`src/rtl/rx_cmd_dispatcher_if.sv`:
```
// Dispatcher-side signal bundle: packet receiver, receive buffer read port,
// execution unit handshake and status response channel.
interface rx_cmd_dispatcher_if #(
  parameter int unsigned AW = 8
);
  logic          rx_done;
  logic [7:0]    cmd_rx;
  logic [7:0]    len_rx;
  logic [AW-1:0] rd_addr;
  logic [7:0]    rd_data;
  logic [AW-1:0] ex_rd_addr;
  logic          op_valid;
  logic [7:0]    op_cmd;
  logic [7:0]    op_len;
  logic          op_ready;
  logic          op_done;
  logic          op_err;
  logic          rsp_valid;
  logic [7:0]    rsp_code;
  logic          rsp_ready;
  logic          busy;
  logic [7:0]    drop_cnt;

  modport master (
    input  rx_done, cmd_rx, len_rx, rd_data, ex_rd_addr,
           op_ready, op_done, op_err, rsp_ready,
    output rd_addr, op_valid, op_cmd, op_len, rsp_valid, rsp_code, busy, drop_cnt
  );

  modport slave (
    output rx_done, cmd_rx, len_rx, rd_data, ex_rd_addr,
           op_ready, op_done, op_err, rsp_ready,
    input  rd_addr, op_valid, op_cmd, op_len, rsp_valid, rsp_code, busy, drop_cnt
  );
endinterface

```
`src/rtl/rx_cmd_dispatcher.sv`:
```
// Packet-level controller: validates a received command, checksums its payload,
// hands it to the execution unit under a timeout and returns one status code.
module rx_cmd_dispatcher #(
  parameter int unsigned NUMBER       = 256,
  parameter int unsigned CMD_MAX      = 8,
  parameter int unsigned EXEC_TIMEOUT = 1_000_000
) (
  input  logic                clk,
  input  logic                reset,
  rx_cmd_dispatcher_if.master bus
);

  localparam int unsigned AW = (NUMBER > 1) ? $clog2(NUMBER) : 1;
  localparam int unsigned TW = $clog2(EXEC_TIMEOUT);
  localparam logic [TW-1:0] TMO_LAST = TW'(EXEC_TIMEOUT - 1);

  localparam logic [7:0] RSP_OK      = 8'h00;
  localparam logic [7:0] RSP_BAD_CMD = 8'hE1;
  localparam logic [7:0] RSP_BAD_SUM = 8'hE2;
  localparam logic [7:0] RSP_EXE_ERR = 8'hE3;
  localparam logic [7:0] RSP_TMO     = 8'hE5;

  typedef enum logic [2:0] {
    ST_IDLE,
    ST_CHECK,
    ST_DISPATCH,
    ST_EXEC,
    ST_RESP
  } state_t;

  state_t        r_state,    w_state_nxt;
  logic [7:0]    r_cmd,      w_cmd_nxt;
  logic [7:0]    r_len,      w_len_nxt;
  logic [7:0]    r_cnt,      w_cnt_nxt;
  logic [7:0]    r_sum,      w_sum_nxt;
  logic [TW-1:0] r_timer,    w_timer_nxt;
  logic [7:0]    r_rsp_code, w_rsp_code_nxt;
  logic [7:0]    r_drop_cnt, w_drop_cnt_nxt;
  logic          r_op_valid, w_op_valid_nxt;
  logic          r_rsp_valid, w_rsp_valid_nxt;
  logic          r_busy,     w_busy_nxt;
  logic [7:0]    w_sum_add;
  logic          w_cmd_bad;

  // State and datapath registers
  always_ff @(posedge clk or negedge reset) begin
    if (!reset) begin
      r_state     <= ST_IDLE;
      r_cmd       <= '0;
      r_len       <= '0;
      r_cnt       <= '0;
      r_sum       <= '0;
      r_timer     <= '0;
      r_rsp_code  <= '0;
      r_drop_cnt  <= '0;
      r_op_valid  <= 1'b0;
      r_rsp_valid <= 1'b0;
      r_busy      <= 1'b0;
    end else begin
      r_state     <= w_state_nxt;
      r_cmd       <= w_cmd_nxt;
      r_len       <= w_len_nxt;
      r_cnt       <= w_cnt_nxt;
      r_sum       <= w_sum_nxt;
      r_timer     <= w_timer_nxt;
      r_rsp_code  <= w_rsp_code_nxt;
      r_drop_cnt  <= w_drop_cnt_nxt;
      r_op_valid  <= w_op_valid_nxt;
      r_rsp_valid <= w_rsp_valid_nxt;
      r_busy      <= w_busy_nxt;
    end
  end

  assign w_cmd_bad = (bus.cmd_rx == 8'h00) || (32'(bus.cmd_rx) > CMD_MAX);
  assign w_sum_add = r_sum + bus.rd_data;

  // Next-state and registered-output decode
  always_comb begin
    w_state_nxt    = r_state;
    w_cmd_nxt      = r_cmd;
    w_len_nxt      = r_len;
    w_cnt_nxt      = r_cnt;
    w_sum_nxt      = r_sum;
    w_timer_nxt    = r_timer;
    w_rsp_code_nxt = r_rsp_code;
    w_drop_cnt_nxt = r_drop_cnt;

    case (r_state)
      ST_IDLE: begin
        if (bus.rx_done) begin
          w_cmd_nxt = bus.cmd_rx;
          w_len_nxt = bus.len_rx;
          w_cnt_nxt = '0;
          w_sum_nxt = '0;
          if (w_cmd_bad) begin
            w_state_nxt    = ST_RESP;
            w_rsp_code_nxt = RSP_BAD_CMD;
          end else if (bus.len_rx == 8'h00) begin
            w_state_nxt = ST_DISPATCH;
          end else begin
            w_state_nxt = ST_CHECK;
          end
        end
      end
      ST_CHECK: begin
        // r_cnt is the address in flight; data for r_cnt-1 arrives this cycle
        w_cnt_nxt = r_cnt + 8'd1;
        if (r_cnt != 8'h00) w_sum_nxt = w_sum_add;
        if (r_cnt == r_len) begin
          if (w_sum_add == 8'h00) begin
            w_state_nxt = ST_DISPATCH;
          end else begin
            w_state_nxt    = ST_RESP;
            w_rsp_code_nxt = RSP_BAD_SUM;
          end
        end
      end
      ST_DISPATCH: begin
        if (bus.op_ready) begin
          w_state_nxt = ST_EXEC;
          w_timer_nxt = '0;
        end
      end
      ST_EXEC: begin
        // Completion takes priority over an expiring timer
        if (bus.op_done) begin
          w_state_nxt    = ST_RESP;
          w_rsp_code_nxt = bus.op_err ? RSP_EXE_ERR : RSP_OK;
        end else if (r_timer == TMO_LAST) begin
          w_state_nxt    = ST_RESP;
          w_rsp_code_nxt = RSP_TMO;
        end else begin
          w_timer_nxt = r_timer + TW'(1);
        end
      end
      ST_RESP: begin
        if (bus.rsp_ready) w_state_nxt = ST_IDLE;
      end
      default: w_state_nxt = ST_IDLE;
    endcase

    if (bus.rx_done && (r_state != ST_IDLE) && (r_drop_cnt != 8'hFF))
      w_drop_cnt_nxt = r_drop_cnt + 8'd1;

    w_op_valid_nxt  = (w_state_nxt == ST_DISPATCH);
    w_rsp_valid_nxt = (w_state_nxt == ST_RESP);
    w_busy_nxt      = (w_state_nxt != ST_IDLE);
  end

  // Execution unit owns the buffer port once the command is offered
  assign bus.rd_addr = ((r_state == ST_DISPATCH) || (r_state == ST_EXEC)) ?
                       bus.ex_rd_addr : AW'(r_cnt);

  assign bus.op_valid  = r_op_valid;
  assign bus.op_cmd    = r_cmd;
  assign bus.op_len    = r_len;
  assign bus.rsp_valid = r_rsp_valid;
  assign bus.rsp_code  = r_rsp_code;
  assign bus.busy      = r_busy;
  assign bus.drop_cnt  = r_drop_cnt;

endmodule

```
`src/flat_wrapper.sv`:
```
// flat-port wrapper written by rule: the top's interface ports become plain ports
module rx_cmd_dispatcher_flat 
#(
  parameter int unsigned NUMBER       = 256,
  parameter int unsigned CMD_MAX      = 8,
  parameter int unsigned EXEC_TIMEOUT = 1_000_000
)
  (clk, reset, bus_rx_done, bus_cmd_rx, bus_len_rx, bus_rd_data, bus_ex_rd_addr, bus_op_ready, bus_op_done, bus_op_err, bus_rsp_ready, bus_rd_addr, bus_op_valid, bus_op_cmd, bus_op_len, bus_rsp_valid, bus_rsp_code, bus_busy, bus_drop_cnt);
  rx_cmd_dispatcher_if #(.AW(8)) bus_i ();
  input  logic clk;
  input  logic reset;
  input wire logic [$bits(bus_i.rx_done)-1:0] bus_rx_done;
  input wire logic [$bits(bus_i.cmd_rx)-1:0] bus_cmd_rx;
  input wire logic [$bits(bus_i.len_rx)-1:0] bus_len_rx;
  input wire logic [$bits(bus_i.rd_data)-1:0] bus_rd_data;
  input wire logic [$bits(bus_i.ex_rd_addr)-1:0] bus_ex_rd_addr;
  input wire logic [$bits(bus_i.op_ready)-1:0] bus_op_ready;
  input wire logic [$bits(bus_i.op_done)-1:0] bus_op_done;
  input wire logic [$bits(bus_i.op_err)-1:0] bus_op_err;
  input wire logic [$bits(bus_i.rsp_ready)-1:0] bus_rsp_ready;
  output wire logic [$bits(bus_i.rd_addr)-1:0] bus_rd_addr;
  output wire logic [$bits(bus_i.op_valid)-1:0] bus_op_valid;
  output wire logic [$bits(bus_i.op_cmd)-1:0] bus_op_cmd;
  output wire logic [$bits(bus_i.op_len)-1:0] bus_op_len;
  output wire logic [$bits(bus_i.rsp_valid)-1:0] bus_rsp_valid;
  output wire logic [$bits(bus_i.rsp_code)-1:0] bus_rsp_code;
  output wire logic [$bits(bus_i.busy)-1:0] bus_busy;
  output wire logic [$bits(bus_i.drop_cnt)-1:0] bus_drop_cnt;
  assign bus_i.rx_done = bus_rx_done;
  assign bus_i.cmd_rx = bus_cmd_rx;
  assign bus_i.len_rx = bus_len_rx;
  assign bus_i.rd_data = bus_rd_data;
  assign bus_i.ex_rd_addr = bus_ex_rd_addr;
  assign bus_i.op_ready = bus_op_ready;
  assign bus_i.op_done = bus_op_done;
  assign bus_i.op_err = bus_op_err;
  assign bus_i.rsp_ready = bus_rsp_ready;
  assign bus_rd_addr = bus_i.rd_addr;
  assign bus_op_valid = bus_i.op_valid;
  assign bus_op_cmd = bus_i.op_cmd;
  assign bus_op_len = bus_i.op_len;
  assign bus_rsp_valid = bus_i.rsp_valid;
  assign bus_rsp_code = bus_i.rsp_code;
  assign bus_busy = bus_i.busy;
  assign bus_drop_cnt = bus_i.drop_cnt;
  rx_cmd_dispatcher #(.NUMBER(NUMBER), .CMD_MAX(CMD_MAX), .EXEC_TIMEOUT(EXEC_TIMEOUT)) u_core (.clk(clk), .reset(reset), .bus(bus_i));
endmodule
```
`config.mk`:
```
export PLATFORM = sky130hd
export DESIGN_NAME = rx_cmd_dispatcher_flat
export DESIGN_NICKNAME = d
export VERILOG_FILES = /design/src/rtl/rx_cmd_dispatcher_if.sv /design/src/rtl/rx_cmd_dispatcher.sv /design/src/flat_wrapper.sv
export SDC_FILE = /design/constraint.sdc
export NUM_CORES = 1
export LEC_CHECK = 0
export CAP_MARGIN = 20
export CORE_ASPECT_RATIO = 0.5
export CORE_MARGIN = 1.5
export CORE_UTILIZATION = 32
export CTS_BUF_LIST = sky130_fd_sc_hd__clkbuf_8
export DETAILED_ROUTE_END_ITERATION = 7
export RECOVER_POWER = 50
export SETUP_SLACK_MARGIN = 0.15
export SLEW_MARGIN = 20
export SYNTH_ARGS = -nofsm -noshare
export SYNTH_HDL_FRONTEND = slang
export SYNTH_SLANG_ARGS = --single-unit
```
`constraint.sdc`:
```
create_clock -name clk -period 3.6 [get_ports clk]
set_input_delay 0.72 -clock clk [delete_from_list [all_inputs] [get_ports clk]]
set_output_delay 0.72 -clock clk [all_outputs]
set_load 0.05 [all_outputs]
```
; Yosys cells after proc, flatten, opt, wreduce, memory -nomap -nowiden
; Index checks and enable logic that the tools add are counted.
; Widths: inputs -> output; s select.
[classes]
n_addsub = 4
mul = 0
n_div = 0
magnitude_cmp = 1
n_eq_ne = 18
shifts = 0
mux = 27
bitwise_logic = 0
reduce_logical = 19
[op_table]
columns = cell, n
row1 = $mux 8, 10
row2 = $mux 20, 3
row3 = $pmux 20 s2, 1
row4 = $pmux 8 s2, 2
row5 = $logic_not 8->1, 3
row6 = $mux 3, 8
row7 = $pmux 8 s3, 1
row8 = $add 20x1->20 const B, 1
row9 = $eq 20x20->1 const B, 1
row10 = $add 8x1->8 const B, 2
row11 = $pmux 3 s5, 1
row12 = $ne 2x2->1 const B, 5
row13 = $eq 3x2->1 const B, 3
row14 = $reduce_bool 3->1, 3
row15 = $add 8x8->8, 1
row16 = $eq 8x8->1, 1
row17 = $gt 8x4->1 const B, 1
row18 = $ne 8x8->1 const B, 1
row19 = $reduce_bool 8->1, 1
row20 = $eq 3x3->1 const B, 2
row21 = $ne 2x1->1 const B, 3
row22 = $reduce_and 6->1, 1
row23 = $reduce_and 2->1, 2
row24 = $reduce_and 4->1, 1
row25 = other kinds (8), 11
[totals]
ff_bits = 74
latch_bits = 0
ram_bits = 0
romBits = 0
in_bits = 39
out_inout_bits = 43
wordCells = 80
mem_count = 0

; Longest topological paths before layout
; Gate-level depths: netlist of run 1.
[logic_depth]
word_depth = 6
depth_mapped = 8
mapped_depth_nobuf = 8

; Worst setup path after synthesis of run 1
; Ideal clock, no wire load.
[synth_path]
kind = input port to flip-flop
start = input port bus_rd_data[0]
end = register u_core.r_rsp_code[2] (netlist: u_core.bus.rsp_code[2])
setup_time_ns = 0.128
arrival_ns = 2.745
required_ns = 3.472
path_slack_ns = 0.728
cell_stages = 8
n_path_buf = 0
path_cell_list = ha_1 -> fa_1 -> and3_1 -> o21a_1 -> o311ai_0 -> nor3b_2 -> a21boi_2 -> mux2_1
[synth_via]
elab_chain_len = 4
[synth_rtl]
columns = item, line_no
row1 = from (decl), flat_wrapper.sv:15  ; input wire logic [$bits(bus_i.rd_data)-1:0] bus_rd_data;
row2 = $add 8x8->8, rx_cmd_dispatcher.sv:75  ; assign w_sum_add = r_sum + bus.rd_data;
row3 = $logic_not 8->1, rx_cmd_dispatcher.sv:110  ; if (w_sum_add == 8'h00) begin
row4 = $ne 2x2->1 (no source line), -
row5 = $reduce_and 6->1 (no source line), -
row6 = to (signal assigned), rx_cmd_dispatcher.sv:66  ; r_rsp_code <= w_rsp_code_nxt;
row7 = to (decl), rx_cmd_dispatcher.sv:37  ; logic [7:0] r_rsp_code, w_rsp_code_nxt;
; Every way passes these cells.
; A chain may end at the register's enable or synchronous reset.

; Worst setup path after layout of run 1
; Ends and elaborated chain as after synthesis.

==> results.ini, run 1 <==
[floorplanning]
die_w_um=161
die-height_um=82.2
initial_utilization_pct=33.4
die_area_sq_um=13300
core_area_sq_um=12000
ioPinCount=82
rows=28

[cells_and_area]
layout.nets=575
syn2layout_area_growth_pct=28.3
final_cell_count_no_fill=694
layout-drive-gt1-share_pct=7.18
antenna_cells=0

[cts]
ctsHoldBuffers=0
clkSlewWorstSetupHoldPaths_ps=80
cts_buffers=9
cts_tree=yes
cts_resized=0
clkLatencyLatePin_ps=360
cts.sinks=70
clockBufferDepth=2
h-tree-depth=3
cts_setup_buffers=0
clockRootBuffer=clkbuf_8

[timing]
finalSetupTns_ps=0
fin_worst_skew_ps=8.32
finalMaxSlewViolations=28
setup_viol=0
max_freq_mhz=312
hold_viol_final=0
slew_headroom_pct=-0.135
min_period_over_period_pct=88.9
min_period_ps=3200
setup_slack_ps=400
worst_slew_pin_slew_ps=1500
rsz0062_at_grt=no

[worst_setup_path]
worstPathMaxFanout=4
path_cells=dlygate4sd3_1 > ha_1 > fa_1 > and3_1 > o21a_1 > o311ai_0 > nor3b_2 > a21boi_2 > mux2_1
start_kind=input port
path_delay_family=compound AO/OA/AOI/OAI gates
critPathBufInv=1
cp-end-kind=register
crit_path_max_incr_delay_ps=540
crit_path_top_delay_cell=dlygate4sd3_1
arrival_ps=3450
crit_type=input port to register
cp.required_ps=3850

[min_path]
min_path_type=register to register

[routing]
ant_nets=0
routed_wl_um=9920
routed_via_density=4.91
num_vias=3407
first_pass_iters=4
avgRoutedWirePerCell_um=14.3
drtIter0Drc=150
drcViolationCount=0

[yosys]
synth_top_family_by_area=simple AND/OR/NAND/NOR gates
synth-edff-count=0
yosysMostFrequentCell=nand2_1
synth_top_area_share_pct=43.7
ys.flop_type=dfrtp_1
syn_area_per_cell_sq_um=9.04
synthAdderAreaFrac_pct=3.93
synthMuxAreaShare_pct=1.06
async_flop_share_pct=100
synth_compound_area_share_pct=13.1
yosys-top-cells-count=nand2_1 (106), dfrtp_1 (70), nor2_1 (36)
synth_area_leader_cell=dfrtp_1
yosys_register_bits=70
syn_inst=444
yosys-top-cells-area=dfrtp_1 (44%), nand2_1 (9.9%), xnor2_1 (5.0%)
yosys_warnings=0
synth_xor_area_share_pct=8.08
syn_area_sq_um=4010
synthDistinctLibCells=60
synthSimpleGateAreaFrac_pct=27.0
ys_seq_area_share_pct=43.7

[power_and_ir_drop]
power_density_nw_per_um2=459
cellLeakagePower_nw=2.21
vdd_drop_max_uv=196
finalPower_mw=2.36

[global_route]
grtUsageTotal_pct=16.1
grt.busiest_layer=met2
antenna_found_initial=0
use_met3_pct=4.80
grt_overflow=0
use_met1_pct=21.7
grt_pass1_wl_um=16400
use_met2_pct=24.9
first_global_vias=3157
grt_max_degree=29

[placed_design]
routabilityCongestion=0.808
dp_cells=678
hpwlAfterDp_um=7460
port_buffers=79
preCtsSetupSlack_ps=165

[flow_run]
drv_cap=1

[run_status]
failed_checks=capacitance limit, slew limit
status=finished with violations

[where the power goes]
| part | internal, mW | switching (mW) | total (mW) |
|---|---|---|---|
| Combinational | 0.276 | 0.508 | 0.785 |
| Clock | 0.302 | 0.306 | 0.608 |
| Sequential | 0.878 | 0.0905 | 0.969 |
[worst min-delay path, delay by kind of cell (launching register included)]
kind / cells / cell delay [ps]
flip-flops: 1 / 340
AND/OR/NAND/NOR: 2 / 110
[cell usage in the layout (no fill, tap or decap), types with 7 or more instances in the layout]
cell and count:
a21oi_1 10, nor2_1 36, nor3_1 7, a211oi_1 12, xor2_1 14, clkdlybuf4s50_1 76, xnor2_1 23, dfrtp_1 70
o21ai_0 26, inv_1 10, clkbuf_8 12, nand3_1 16, nand2_1 106, ha_1 11
[stage by stage]
step | hold WS, ps | cell area [sq um] | utilization (%)
6_report | 476 | 5150 | 42.8
4_1_cts | 386 | 5160 | 43.0
3_5_place_dp | 465 | 4980 | 41.4
2_1_floorplan | 424 | 4020 | -
3_3_place_gp | 457 | 4980 | 41.4
5_1_grt | 504 | 5150 | 42.8
[path summary, 6_finish.rpt]
check,startpoint,endpoint,slack [ps],cells after the start
max in group asynchronous,reset,u_core.r_timer[1],1070,2
hold reg to reg,u_core.bus.op_cmd[5],u_core.bus.op_cmd[5],480,2
hold / removal,u_core.bus.op_cmd[5],u_core.bus.op_cmd[5],480,2
setup reg to reg,u_core.r_sum[0],u_core.bus.rsp_code[2],920,8
setup / recovery,bus_rd_data[0],u_core.bus.rsp_code[2],400,9
min in group asynchronous,reset,u_core.r_state[1],720,1
[final cells by class]
type	instances	area (sq um)
inverter	9	33.8
multi-input combinational	347	2140
clock inverter	4	21.3
tap	165	206
timing repair buffer	87	833
fill	1177	6870
clock buffer	12	165
sequential	70	1750
[cells by family (layout without fill, tap and decap cells)]
kind of cell,Yosys count,in the layout
simple gates,216,216
mux,4,4
other cells,1,2
compound gates,76,76
fa+ha+maj,12,12
buf+inv,28,112
flops,70,70
xor+xnor,37,37
[sequential cells by signal, indices dropped and copies added (netlist names)]
name	count
u_core.r_sum	8
u_core.bus.op_len	8
u_core.bus.op_cmd	8
u_core.bus.rsp_valid	1
u_core.bus.rsp_code	4
u_core.bus.drop_cnt	8
u_core.r_cnt	8
u_core.bus.op_valid	1
u_core.r_state	3
u_core.bus.busy	1
u_core.r_timer	20
[routing by layer]
layer	vias up	part of all wire (%)	wire length (um)
li1	1707	-	-
met1	1651	50	4960
met2	38	46	4530
met3	11	3.2	321
met4	0	1.1	110
met5	-	0	0
(Power assumes the default switching activity.)
==> run 2: changes to the inputs <==
Settings changed: TNS_END_PERCENT from default to 30.
==> results of run 2 <==
Final layout, timing and power as in run 1 (identical DEF).
==> edit 1 (flow settings as in run 1) <==
`EXEC_TIMEOUT` is set to 1_000_000 in 2 places; all go to 500_000.
--- a/src/rtl/rx_cmd_dispatcher.sv
+++ b/src/rtl/rx_cmd_dispatcher.sv
@@ -4,5 +4,5 @@
   parameter int unsigned NUMBER       = 256,
   parameter int unsigned CMD_MAX      = 8,
-  parameter int unsigned EXEC_TIMEOUT = 1_000_000
+  parameter int unsigned EXEC_TIMEOUT = 500_000
 ) (
   input  logic                clk,
--- a/src/flat_wrapper.sv
+++ b/src/flat_wrapper.sv
@@ -4,5 +4,5 @@
   parameter int unsigned NUMBER       = 256,
   parameter int unsigned CMD_MAX      = 8,
-  parameter int unsigned EXEC_TIMEOUT = 1_000_000
+  parameter int unsigned EXEC_TIMEOUT = 500_000
 )
   (clk, reset, bus_rx_done, bus_cmd_rx, bus_len_rx, bus_rd_data, bus_ex_rd_addr, bus_op_ready, bus_op_done, bus_op_err, bus_rsp_ready, bus_rd_addr, bus_op_valid, bus_op_cmd, bus_op_len, bus_rsp_valid, bus_rsp_code, bus_busy, bus_drop_cnt);
Behaviour: same outputs for any inputs over 4 cycles, from zero or initial values and one cycle with reset low; that may be too few to reach the edited logic, so the function may still have changed.
==> edit 1 against run 1 <==
The flow still finishes with violations (capacitance limit, slew limit). First-iteration DRC count down 29%. Routed wire length down 13%. Cell area down 5.9%. Setup slack better by 0.028 ns. Total power up 1.9%. Non-clock buffer count down 3. Area after synthesis down 7.0%. Sequential cell count down 1. Critical endpoint is now bus_rd_addr[6].
==> edit 1: results (changes against run 1) <==
\begin{tabular}{lr}
\hline
Metric & Value \\
\hline
\multicolumn{2}{l}{\textbf{Setup path}} \\
\quad Critical path data arrival time & 2.45 ns (-1.00 ns) \\
\quad Reg2reg path depth & 7 (-1) \\
\quad Maximum cell stage delay along the critical path & 0.71 ns (+0.17 ns) \\
\quad CP max-delay cell & sky130\_fd\_sc\_hd\_\_clkdlybuf4s50\_1 \\
\quad Flop-to-flop setup slack & 0.73 ns (-0.19 ns) \\
\multicolumn{2}{l}{\textbf{Drt}} \\
\quad Detailed-route wire length on metal 1 & 4200 µm (-15\%) \\
\quad Met3 Wirelength & 271 µm (-16\%) \\
\quad Total number of vias & 2999 (-12\%) \\
\quad Violation count after the first detailed-route iteration & 107 (-29\%) \\
\quad Met2 wire length & 4030 µm (-11\%) \\
\multicolumn{2}{l}{\textbf{Logic synthesis}} \\
\quad Number of distinct library cells after synthesis & 54 (-10\%) \\
\quad Synthesized flop and latch total & 69 (-1.4\%) \\
\quad Sequential-to-total area share from yosys stat & 46.3\% (+2.6 points) \\
\multicolumn{2}{l}{\textbf{Run status}} \\
\quad Failing checks & capacitance limit, slew limit \\
\quad Outcome & complete, but fails checks \\
\multicolumn{2}{l}{\textbf{Job}} \\
\quad Max-capacitance violation count & 1 (unchanged) \\
\multicolumn{2}{l}{\textbf{Cells and area}} \\
\quad Final-layout clock buffer total & 11 (-1) \\
\quad Fraction of layout cells with a size suffix above 1 & 5.67\% (-1.5 points) \\
\quad Number of flip-flops under the largest register name & 19 (-5.0\%) \\
\quad Number of buffers other than clock buffers in the final layout & 84 (-3.4\%) \\
\multicolumn{2}{l}{\textbf{GRT}} \\
\quad Wire length of the first global-routing pass & 14700 µm (-10\%) \\
\quad Pin count of the biggest net entering global routing & 38 (+31\%) \\
\multicolumn{2}{l}{\textbf{Pwr}} \\
\quad Leakage component of the power & 2.10 nW (-5.0\%) \\
\quad Worst VDD drop & 0.277 mV (+41\%) \\
\quad Share of total power in the clock network & 25.9\% (+0.2 points) \\
\multicolumn{2}{l}{\textbf{STA}} \\
\quad Slew @ Worst Pin & 1.97 ns (+0.471 ns) \\
\quad Final period demand of the worst path & 3.17 ns (-0.0275 ns) \\
\quad Max-slew violation count & 38 (+36\%) \\
\multicolumn{2}{l}{\textbf{Worst hold path}} \\
\quad WHS Endpoint & u\_core.bus.op\_cmd[0] \\
\hline
\end{tabular}
==> edit 1: changes by cell type after synthesis, sizes merged, moves of 5 or more <==
cell,run 1,this run
a2111oi,7,2
mux2,2,7
xor2,14,19
o21ai,27,22
and3,3,9
nor4,8,2
nand2,107,79
a211oi,12,3
nor2,36,25
==> edit 1: per-stage QoR <==
| stage | area [µm²] | hold WS, ns | cells | power, mW |
|---|---|---|---|---|
| after global routing | 4850 | 0.508 | 635 | 2.54 |
| after CTS | 4860 | 0.480 | 635 | 2.45 |
| after floorplan | 3730 | 0.424 | 397 | 1.50 |
| after global placement | 4660 | 0.458 | 620 | 1.80 |
| after detailed placement | 4660 | 0.462 | 620 | 1.81 |
| final | 4850 | 0.473 | 635 | 2.41 |
==> edit 1: kinds of logic (layout without fill, tap and decap cells) <==
kind of cell               after synthesis  count (layout)  synth area share [%]
adders and majority gates               12              12                  4.23
buffers and inverters                   32             111                  3.66
muxes                                   12              12                  3.46
and+or+nand+nor                        177             177                  22.6
AOI/OAI and AO/OA                       53              53                  10.2
xor gates and xnor gates                40              40                  9.39
other                                    1               2                 0.101
DFF                                     69              69                  46.3
==> edit 1: how the worst max path moves through the flow <==
stage / end / cells past startpoint
6_report: bus_rd_addr[6] / 3
5_1_grt: u_core.bus.rsp_valid / 11
4_1_cts: bus_rd_addr[6] / 3
3_5_place_dp: u_core.bus.rsp_valid / 11
3_3_place_gp: u_core.bus.rsp_valid / 11
2_1_floorplan: u_core.bus.rsp_valid / 10
==> edit 1: layer usage <==
| metal | GRT usage, % | up-vias |
|---|---|---|
| met1 | 19.9 | 1437 |
| met5 | 0 | - |
| li1 | - | 1521 |
| met3 | 4.59 | 8 |
| met4 | 5.43 | 0 |
| met2 | 24.6 | 33 |
==> edit 2 (config.mk and constraints of run 1) <==
Made on the original files. Re-encode `state_t` (5 states) as Gray code, 3 bits wide.
--- a/src/rtl/rx_cmd_dispatcher.sv
+++ b/src/rtl/rx_cmd_dispatcher.sv
@@ -22,9 +22,9 @@
 
   typedef enum logic [2:0] {
-    ST_IDLE,
-    ST_CHECK,
-    ST_DISPATCH,
-    ST_EXEC,
-    ST_RESP
+    ST_IDLE     = 3'b000,
+    ST_CHECK    = 3'b001,
+    ST_DISPATCH = 3'b011,
+    ST_EXEC     = 3'b010,
+    ST_RESP     = 3'b110
   } state_t;
 
Behaviour: no difference found for any inputs over 4 cycles, from zero or initial values and one cycle with reset low; so few cycles prove little.
==> edit 2 against run 1 <==
Synthesized cell count decreased by 9.7%. Cell count decreased by 6.5%. Via count decreased by 6.8%. Routed wire length decreased by 11%. Maximum frequency decreased by 0.27%. Non-clock buffer count decreased by 1. Setup slack got worse by 0.0087 ns. Area after synthesis decreased by 2.6%. Cell area decreased by 1.7%. Sequential cell count unchanged. Register-to-register slack got worse by 0.05 ns. The run still ends with capacitance limit, slew limit left. Count of clock-buffer cells in the layout decreased by 3.
Power is not compared: it rests on default switching activity, and its combinational part moved more than twofold at a synthesized area within 25%.
==> edit 2: results (changes against run 1) <==
\begin{tabular}{lr}
\hline
Metric & Value \\
\hline
\multicolumn{2}{l}{\textbf{Setup path}} \\
\quad CP max-delay cell & sky130\_fd\_sc\_hd\_\_or4b\_1 \\
\quad Cell type group with the largest total delay on the critical path & simple AND/OR/NAND/NOR gates \\
\multicolumn{2}{l}{\textbf{GRT}} \\
\quad Pin count of the biggest net entering global routing & 71 (+140\%) \\
\quad Met3 routing resource usage after global routing & 3.58\% (-1.2 points) \\
\quad GR met2 Demand/Resource & 24.3\% (-0.61 points) \\
\quad Wire length of the first global-routing pass & 15200 µm (-7.2\%) \\
\quad Total global routing track utilization & 14.7\% (-1.4 points) \\
\quad Met1 usage in global routing & 19.1\% (-2.5 points) \\
\multicolumn{2}{l}{\textbf{Run status}} \\
\quad Outcome & complete, but fails checks \\
\quad Failing checks & capacitance limit, slew limit \\
\multicolumn{2}{l}{\textbf{Cells and area}} \\
\quad Final net count & 530 (-7.8\%) \\
\quad Fraction of layout cells with a size suffix above 1 & 10.7\% (+3.6 points) \\
\quad Post-layout instance count excluding filler cells & 649 (-6.5\%) \\
\multicolumn{2}{l}{\textbf{Placement}} \\
\quad Placement-stage worst setup slack & 0.0438 ns (-0.121 ns) \\
\quad Area of placed instances & 4860 µm² (-2.4\%) \\
\quad Total instance count after detailed placement & 633 (-6.6\%) \\
\multicolumn{2}{l}{\textbf{Logic synthesis}} \\
\quad Gate count of the mapped netlist & 401 (-9.7\%) \\
\quad Sequential-to-total area share from yosys stat & 44.8\% (+1.1 points) \\
\quad Synth top area cells & sky130\_fd\_sc\_hd\_\_dfrtp\_1 45\%, sky130\_fd\_sc\_hd\_\_mux2\_2 6.6\%, sky130\_fd\_sc\_hd\_\_nand2\_1 4.1\% \\
\multicolumn{2}{l}{\textbf{STA}} \\
\quad Headroom to the max-slew limit & -15.8\% (-16 points) \\
\quad Max-slew violation count & 71 (+150\%) \\
\quad Worst clock skew on the final layout & 0.00912 ns (+0.000796 ns) \\
\multicolumn{2}{l}{\textbf{Drt}} \\
\quad Detailed-route wire length on metal 1 & 4360 µm (-12\%) \\
\quad Routed wire length per instance & 13.6 µm (-4.8\%) \\
\quad Met2 wire length & 4090 µm (-9.6\%) \\
\multicolumn{2}{l}{\textbf{Job}} \\
\quad Max-capacitance violation count & 1 (unchanged) \\
\hline
\end{tabular}
## edit 2: path summary, 6_finish.rpt
kind                                           to  slack (ns)  depth (start not counted)
max                        u_core.bus.rsp_code[6]        0.39                         10
min                        u_core.bus.drop_cnt[5]        0.49                          1
max reg2reg                u_core.bus.rsp_code[6]        0.87                          9
min reg2reg                u_core.bus.drop_cnt[5]        0.49                          1
max in group asynchronous         u_core.r_cnt[3]        1.65                          2
min in group asynchronous  u_core.bus.drop_cnt[0]        0.89                          2
## edit 2: kinds of logic after synthesis
group	Yosys count	synth area share [%]
mux	30	8.42
simple gates	143	18.2
xor+xnor	31	6.94
fa+ha+maj	12	4.03
compound gates	78	13.4
buf+inv	36	4.10
flops	70	44.8
other cells	1	0.0959
## edit 2: cell type report
class,instances,area (µm²)
multi-input cells,296,2000
flip-flops and latches,70,1750
inverters,16,60.1
clock buffers,9,124
clock inverters,7,90.1
fillers,1165,6820
well taps,165,206
repair buffers,86,825
